`config.mk`:
```
export PLATFORM = sky130hd
export DESIGN_NAME = mc_sequencer
export DESIGN_NICKNAME = d
export VERILOG_FILES = /design/src/rtl/mc_sequencer.sv
export SDC_FILE = /design/constraint.sdc
export NUM_CORES = 1
export LEC_CHECK = 0
export CAP_MARGIN = 20
export CORE_MARGIN = 3
export CORE_UTILIZATION = 48
export CTS_CLUSTER_SIZE = 14
export DETAILED_ROUTE_END_ITERATION = 10
export DONT_BUFFER_PORTS = 1
export HOLD_SLACK_MARGIN = 0.1
export RECOVER_POWER = 100
export SYNTH_ARGS = -nofsm -noshare
export SYNTH_HDL_FRONTEND = slang
export SYNTH_SLANG_ARGS = --single-unit
```
`constraint.sdc`:
```
create_clock -name clk -period 5.24 [get_ports clk]
set_input_delay 1.31 -clock clk [delete_from_list [all_inputs] [get_ports clk]]
set_output_delay 1.31 -clock clk [all_outputs]
set_load 0.03 [all_outputs]
```
`src/rtl/mc_sequencer.sv`:
```
// Multi-cycle RV32 control sequencer: state machine, datapath strobes, memory/muldiv
// wait supervision with timeout trap, sticky fault flags and retired-instruction counter.
module mc_sequencer #(
    parameter int XLEN      = 32,
    parameter int CNT_W     = 32,
    parameter int WAIT_MAX  = 16,
    parameter int EN_MULDIV = 1
) (
    input  logic             clk,
    input  logic             reset_n,
    input  logic [6:0]       op,
    input  logic [2:0]       funct3,
    input  logic             funct7b5,
    input  logic             funct7b0,
    input  logic             zero,
    input  logic             lt,
    input  logic             ltu,
    input  logic             mem_ready,
    input  logic             md_done,
    output logic             mem_req,
    output logic             mem_write,
    output logic             adr_src,
    output logic             ir_write,
    output logic             pc_write,
    output logic             reg_write,
    output logic             md_start,
    output logic [1:0]       alu_srcA,
    output logic [1:0]       alu_srcB,
    output logic [1:0]       result_src,
    output logic [2:0]       imm_src,
    output logic [3:0]       alu_control,
    output logic [3:0]       state,
    output logic             illegal,
    output logic             timeout_err,
    output logic [CNT_W-1:0] instret
);
    localparam int WW = $clog2(WAIT_MAX + 1);

    localparam logic [3:0] ALU_ADD = 4'd0, ALU_SUB = 4'd1, ALU_AND = 4'd2, ALU_OR = 4'd3,
                           ALU_XOR = 4'd4, ALU_SLT = 4'd5, ALU_SLL = 4'd6, ALU_SRL = 4'd7,
                           ALU_SRA = 4'd8, ALU_SLTU = 4'd9;

    typedef enum logic [3:0] {
        S_FETCH = 4'd0, S_DECODE = 4'd1, S_MEMADR = 4'd2, S_MEMREAD = 4'd3,
        S_MEMWB = 4'd4, S_MEMWRITE = 4'd5, S_EXECR = 4'd6, S_EXECI = 4'd7,
        S_ALUWB = 4'd8, S_BRANCH = 4'd9, S_JAL = 4'd10, S_MULDIV = 4'd11,
        S_LUI = 4'd12, S_TRAP = 4'd15
    } state_t;

    if (XLEN != 32 && XLEN != 64) begin : g_xlen_chk
        $error("mc_sequencer: XLEN must be 32 or 64");
    end
    if (WAIT_MAX < 1) begin : g_wait_chk
        $error("mc_sequencer: WAIT_MAX must be at least 1");
    end

    state_t           r_state;
    state_t           w_next;
    logic [WW-1:0]    r_wait;
    logic [CNT_W-1:0] r_instret;
    logic             r_illegal;
    logic             r_timeout;
    logic             w_wait_st;
    logic             w_ready;
    logic             w_wait_last;
    logic             w_taken;
    logic [3:0]       w_alu_fn;

    assign w_wait_st   = (r_state == S_FETCH) || (r_state == S_MEMREAD) ||
                         (r_state == S_MEMWRITE) || (r_state == S_MULDIV);
    assign w_ready     = (r_state == S_MULDIV) ? md_done : mem_ready;
    assign w_wait_last = (r_wait == WW'(WAIT_MAX - 1));

    always_comb begin
        w_alu_fn = ALU_ADD;
        case (funct3)
            3'b000: w_alu_fn = (r_state == S_EXECR && funct7b5) ? ALU_SUB : ALU_ADD;
            3'b001: w_alu_fn = ALU_SLL;
            3'b010: w_alu_fn = ALU_SLT;
            3'b011: w_alu_fn = ALU_SLTU;
            3'b100: w_alu_fn = ALU_XOR;
            3'b101: w_alu_fn = funct7b5 ? ALU_SRA : ALU_SRL;
            3'b110: w_alu_fn = ALU_OR;
            default: w_alu_fn = ALU_AND;
        endcase
    end

    always_comb begin
        w_taken = 1'b0;
        case (funct3)
            3'b000: w_taken = zero;
            3'b001: w_taken = !zero;
            3'b100: w_taken = lt;
            3'b101: w_taken = !lt;
            3'b110: w_taken = ltu;
            3'b111: w_taken = !ltu;
            default: w_taken = 1'b0;
        endcase
    end

    // Ready has priority over the last wait cycle, so a late handshake still completes.
    always_comb begin
        w_next = r_state;
        case (r_state)
            S_FETCH:    if (w_ready) w_next = S_DECODE;  else if (w_wait_last) w_next = S_TRAP;
            S_MEMREAD:  if (w_ready) w_next = S_MEMWB;   else if (w_wait_last) w_next = S_TRAP;
            S_MEMWRITE: if (w_ready) w_next = S_FETCH;   else if (w_wait_last) w_next = S_TRAP;
            S_MULDIV:   if (w_ready) w_next = S_ALUWB;   else if (w_wait_last) w_next = S_TRAP;
            S_DECODE: begin
                case (op)
                    7'b0000011, 7'b0100011: w_next = S_MEMADR;
                    7'b0110011: w_next = !funct7b0 ? S_EXECR :
                                         (EN_MULDIV != 0) ? S_MULDIV : S_TRAP;
                    7'b0010011: w_next = S_EXECI;
                    7'b1100011: w_next = S_BRANCH;
                    7'b1101111: w_next = S_JAL;
                    7'b0110111: w_next = S_LUI;
                    default:    w_next = S_TRAP;
                endcase
            end
            S_MEMADR:                 w_next = op[5] ? S_MEMWRITE : S_MEMREAD;
            S_EXECR, S_EXECI, S_JAL:  w_next = S_ALUWB;
            S_MEMWB, S_ALUWB, S_BRANCH, S_LUI: w_next = S_FETCH;
            S_TRAP:                   w_next = S_TRAP;
            default:                  w_next = S_TRAP;
        endcase
    end

    always_ff @(posedge clk or negedge reset_n) begin
        if (!reset_n) begin
            r_state   <= S_FETCH;
            r_wait    <= '0;
            r_instret <= '0;
            r_illegal <= 1'b0;
            r_timeout <= 1'b0;
        end else begin
            r_state <= w_next;
            r_wait  <= (w_wait_st && !w_ready && w_next == r_state) ? r_wait + WW'(1) : '0;
            if (w_next == S_FETCH && r_state != S_FETCH)
                r_instret <= r_instret + CNT_W'(1);
            if (w_next == S_TRAP && r_state == S_DECODE)
                r_illegal <= 1'b1;
            if (w_next == S_TRAP && w_wait_st)
                r_timeout <= 1'b1;
        end
    end

    always_comb begin
        mem_req     = 1'b0;
        mem_write   = 1'b0;
        adr_src     = 1'b0;
        ir_write    = 1'b0;
        pc_write    = 1'b0;
        reg_write   = 1'b0;
        md_start    = 1'b0;
        alu_srcA    = 2'b00;
        alu_srcB    = 2'b00;
        result_src  = 2'b00;
        imm_src     = 3'b000;
        alu_control = ALU_ADD;
        if (reset_n) begin
            case (r_state)
                S_FETCH: begin
                    mem_req    = 1'b1;
                    alu_srcB   = 2'b10;
                    result_src = 2'b10;
                    ir_write   = mem_ready;
                    pc_write   = mem_ready;
                end
                S_DECODE: begin
                    alu_srcA = 2'b01;
                    alu_srcB = 2'b01;
                    imm_src  = 3'b010;
                end
                S_MEMADR: begin
                    alu_srcA = 2'b10;
                    alu_srcB = 2'b01;
                    imm_src  = op[5] ? 3'b001 : 3'b000;
                end
                S_MEMREAD: begin
                    mem_req = 1'b1;
                    adr_src = 1'b1;
                end
                S_MEMWRITE: begin
                    mem_req   = 1'b1;
                    adr_src   = 1'b1;
                    mem_write = 1'b1;
                end
                S_MEMWB: begin
                    result_src = 2'b01;
                    reg_write  = 1'b1;
                end
                S_EXECR: begin
                    alu_srcA    = 2'b10;
                    alu_control = w_alu_fn;
                end
                S_EXECI: begin
                    alu_srcA    = 2'b10;
                    alu_srcB    = 2'b01;
                    alu_control = w_alu_fn;
                end
                S_ALUWB: reg_write = 1'b1;
                S_BRANCH: begin
                    alu_srcA    = 2'b10;
                    alu_control = ALU_SUB;
                    pc_write    = w_taken;
                end
                S_JAL: begin
                    alu_srcA = 2'b01;
                    alu_srcB = 2'b10;
                    pc_write = 1'b1;
                end
                S_MULDIV: md_start = (r_wait == '0);
                S_LUI: begin
                    alu_srcA   = 2'b10;
                    imm_src    = 3'b100;
                    result_src = 2'b10;
                    reg_write  = 1'b1;
                end
                default: ;
            endcase
        end
    end

    assign state       = r_state;
    assign illegal     = r_illegal;
    assign timeout_err = r_timeout;
    assign instret     = r_instret;

endmodule

```
==> impl.org <==
** Setup path
- The worst register-to-register path ends at r_wait[0]$_DFF_PN0_.
- The largest individual stage delay along the critical path comes from the cell sky130_fd_sc_hd__clkbuf_1.
- STA classifies the critical path startpoint as a flip-flop.
- The worst register-to-register path has a depth of 8.
- The number of buffers and inverters on the critical path is 1.
- Setup slack of the worst register-to-register path :: 1.34 ns
- Startpoint of the most critical setup path :: state[1]$_DFF_PN0_
- The worst setup path is of the reg -> out kind.
- The startpoint identified for the worst register-to-register timing path is state[1]$_DFF_PN0_.
- Counting buffers and inverters, the worst setup path is 3 cells deep.
- STA classifies the critical path endpoint as an output pin.
- Top delay family on crit path :: simple AND/OR/NAND/NOR gates
- Of all nets on the critical path, the largest fanout is 26.
- For the worst setup path, the data arrival time is 2.71 ns.
- Cells along the critical path :: clkbuf_1, nand4b_1, nor3_1
- STA puts the critical path data required time at 3.93 ns.
- In this design, the stage delay of the slowest critical-path cell is 0.95 ns.
- Capture point of the critical path :: md_start

** Yosys
- For this run, the number of Yosys warnings is 0.
- Leading register cell type out of synthesis :: sky130_fd_sc_hd__dfrtp_1
- Count of mapped cells out of synthesis :: 339
- Averaged over all synthesized cells, the footprint is roughly 8.7 sq um.
- The number of nets handed over by synthesis was 362.
- Number of synthesized register bits :: 43
- Synthesized area :: approximately 2900 sq um
- After synthesis, the share of flip-flops with an asynchronous set or reset is 100%.
- Post-synthesis cell type count :: 53
- Number of synthesized flops with an enable pin :: 0
- Share of synthesized area occupied by flip-flops and latches :: 36.7%

** STA
- Final count of pins violating max slew :: 0
- Across all hold checks on the routed design, the worst slack comes to 0.507 ns.
- Post-Route Setup TNS :: 0 ns
- Headroom to the max-slew limit came out at 3.51%.
- Final setup fails :: 0
- Top achievable clock speed :: 248 MHz
- The worst path in the final design needs a cycle of ~4.0 ns, including I/O delays and setup.
- RSZ-0062 raised after global routing :: false
- The final hold violation count was 0.
- Clock skew on the completed layout was measured at 0.00941 ns.
- Final period util :: 76.8%
- Transition time at the pin with the least slew margin :: 1.45 ns

** Layout
- Most frequent cells in the layout :: sky130_fd_sc_hd__dfrtp_1 (43), sky130_fd_sc_hd__xnor2_1 (35), sky130_fd_sc_hd__nor2_1 (30)
- Layout Area Growth over Synthesis :: 1.58%
- The post-route netlist has under 10% of its cells at a drive strength greater than 1.
- Leaving out fill and tap cells, the most frequent cell in the layout is sky130_fd_sc_hd__dfrtp_1.
- Number of nets in the final layout :: ~360
- Antenna cells :: 0

** Global route
- GR Util All Layers :: 18.9%
- Met1 global-route usage :: 27.3%
- Entering global routing, the biggest net connects 55 pins.
- Via count of the first global-routing pass :: 2271
- Global routing consumed, on the met2 layer, between 20% and 30% of the routing resources.
- Number of antenna violations at the first check in global routing :: 0
- The first global-routing pass estimated roughly 11000 um of wire.
- For met3 alone, demand over resource in global routing was 6.08%.
- Most crowded layer after global routing :: met2
- Grt ovf :: 0

** Floorplan
- IO Count :: 77
- Effective utilization at floorplan :: 51.4%
- The floorplan has 27 rows.
- Die extent in x :: 84.2 um
- Die Span Y :: 84.2 um
- The floorplan step defined a die boundary enclosing 7090 sq um.
- Total core area :: between 5000 and 6000 sq um

** Route
- Ratio of routed vias to standard cells :: roughly 6
- After detailed routing, the total wire length is a little under 7000 um.
- Pre-antenna DRT Iters :: 4
- Starting DRT DRC Count :: slightly below 200
- In the final routed layout, each cell accounts on average for 16.7 um.
- Drc violations :: 0
- Antenna-violating nets left :: 0
- Total number of vias :: 2448

** Clock network
- After clock tree synthesis, the clock-pin slew on the worst setup and hold paths is 0.08 ns.
- Post-CTS timing repair inserted 0 buffers for setup.
- Buffers inserted to repair hold after CTS numbered 0.
- Clock Tree Root :: sky130_fd_sc_hd__clkbuf_8
- Bufs on Longest Clock Path :: 2
- Counting the buffers created by CTS gives 5.
- Number of H-tree branching levels :: 2
- Worst-Skew Late Latency :: roughly 0.29 ns
- TritonCTS built the clock tree.
- The tree built by TritonCTS fans out to 43 sinks.
- The number of gates resized after CTS was 0.

** Placed design
- After legalization and detailed placement, the total HPWL measured roughly 4800 um.
- Port buffering added 0 buffers.
- Routability-driven placement finished with a final weighted congestion of roughly 0.8.

** Worst hold path
- Class of the worst hold path :: reg -> reg

** Job
- Max-cap violations :: 0

** Outcome
- Result of the run :: complete, no violations

** Power and ir drop
- Leakage :: 1.24 nW
- IR analysis of the VDD net gives a maximum drop of 368 uV.
- P per Cell Area :: 485 nW/um^2
-- power by group --
part | internal (W) | leakage [nW] | switching, W
Clock | 0.0000937 | 0.0422 | 0.000108
Combinational | 0.000204 | 0.615 | 0.000476
Sequential | 0.000378 | 0.584 | 0.000186
Total | 0.000676 | 1.24 | 0.000770
-- Yosys cell counts, types with 3 or more instances --
library cell	number	share of area (%)
sky130_fd_sc_hd__nand2_1	25	3.2
sky130_fd_sc_hd__and2_1	6	1.3
sky130_fd_sc_hd__xnor2_1	35	10
sky130_fd_sc_hd__mux2i_1	4	1.4
sky130_fd_sc_hd__a21oi_1	12	2.0
sky130_fd_sc_hd__nand3b_1	3	0.77
sky130_fd_sc_hd__a31oi_1	4	0.85
sky130_fd_sc_hd__clkbuf_1	6	0.77
sky130_fd_sc_hd__nor3_1	17	2.9
sky130_fd_sc_hd__inv_1	9	1.2
sky130_fd_sc_hd__o21ai_0	11	1.9
sky130_fd_sc_hd__dfrtp_1	43	37
sky130_fd_sc_hd__ha_1	4	1.7
sky130_fd_sc_hd__buf_2	4	0.68
sky130_fd_sc_hd__buf_6	5	1.9
sky130_fd_sc_hd__nand4_1	22	4.7
sky130_fd_sc_hd__nand2b_1	7	1.5
sky130_fd_sc_hd__nor2_1	30	3.8
sky130_fd_sc_hd__and4_1	4	1.2
sky130_fd_sc_hd__nand3_1	23	3.9
sky130_fd_sc_hd__and3_1	21	4.5
sky130_fd_sc_hd__nor2b_1	4	0.85
-- sequential cells by signal (all words and copies together), names as in the netlist --
register     count
instret         32
r_wait           5
state            4
illegal          1
timeout_err      1
-- worst reg2reg max path, stage by stage, from the launching register on --
cell and delay (ns):
sky130_fd_sc_hd__dfrtp_1 0.32, sky130_fd_sc_hd__clkbuf_1 0.95, sky130_fd_sc_hd__nand4b_1 0.33, sky130_fd_sc_hd__mux2i_1 0.27, sky130_fd_sc_hd__nand2_1 0.08, sky130_fd_sc_hd__a22oi_1 0.13
sky130_fd_sc_hd__clkbuf_1 1.07, sky130_fd_sc_hd__a21oi_1 0.39, sky130_fd_sc_hd__nor3_1 0.27
-- how the worst min path moves through the flow --
stage                        startpoint                  end  slack, ns  cells after the start
global route        r_wait[0]$_DFF_PN0_  r_wait[0]$_DFF_PN0_       0.55                      1
floorplan           r_wait[0]$_DFF_PN0_  r_wait[0]$_DFF_PN0_       0.46                      1
CTS                 r_wait[0]$_DFF_PN0_  r_wait[0]$_DFF_PN0_       0.51                      1
global placement    r_wait[0]$_DFF_PN0_  r_wait[0]$_DFF_PN0_       0.49                      1
detailed placement  r_wait[0]$_DFF_PN0_  r_wait[0]$_DFF_PN0_       0.50                      1
finish              r_wait[0]$_DFF_PN0_  r_wait[0]$_DFF_PN0_       0.51                      1
-- logic make-up (layout without fill, tap and decap cells) --
logic type               after synthesis  in the layout  share of synthesized area, %
AO/OA/AOI/OAI                         44             44                          9.85
XOR/XNOR                              37             37                          11.0
adder cells (fa/ha/maj)                4              4                          1.71
buffers and inverters                 27             21                          5.58
flip-flops                            43             43                          36.7
multiplexers                           5              5                          1.75
AND/OR/NAND/NOR                      179            179                          33.4
-- through the flow --
step	setup WS, ns	utilization, %	area [sq um]	total power [W]	std cells
after floorplan	1.37	-	2940	0.00119	339
after global placement	1.57	51.2	2920	0.00125	397
after detailed placement	1.55	51.2	2920	0.00126	397
after CTS	1.47	52.6	3000	0.00146	405
after global routing	0.978	52.2	2980	0.00155	405
final	1.22	52.2	2980	0.00145	405
-- metal layers --
metal | wire, um | share of wire (%) | vias up
met1 | 3140 | 46 | 1140
met4 | 19 | 0.28 | 0
li1 | - | - | 1209
met3 | 682 | 10 | 2
met5 | 0 | 0 | -
met2 | 2940 | 43 | 97
-- layout make-up --
type,instances,area [sq um]
tap,72,90.1
inverter,10,37.5
multi-input combinational,269,1680
timing repair buffer,3,15.0
fill,531,2730
clock inverter,1,5.00
sequential,43,1080
clock buffer,7,76.3
Note: power is estimated with default switching activity, not from simulation.
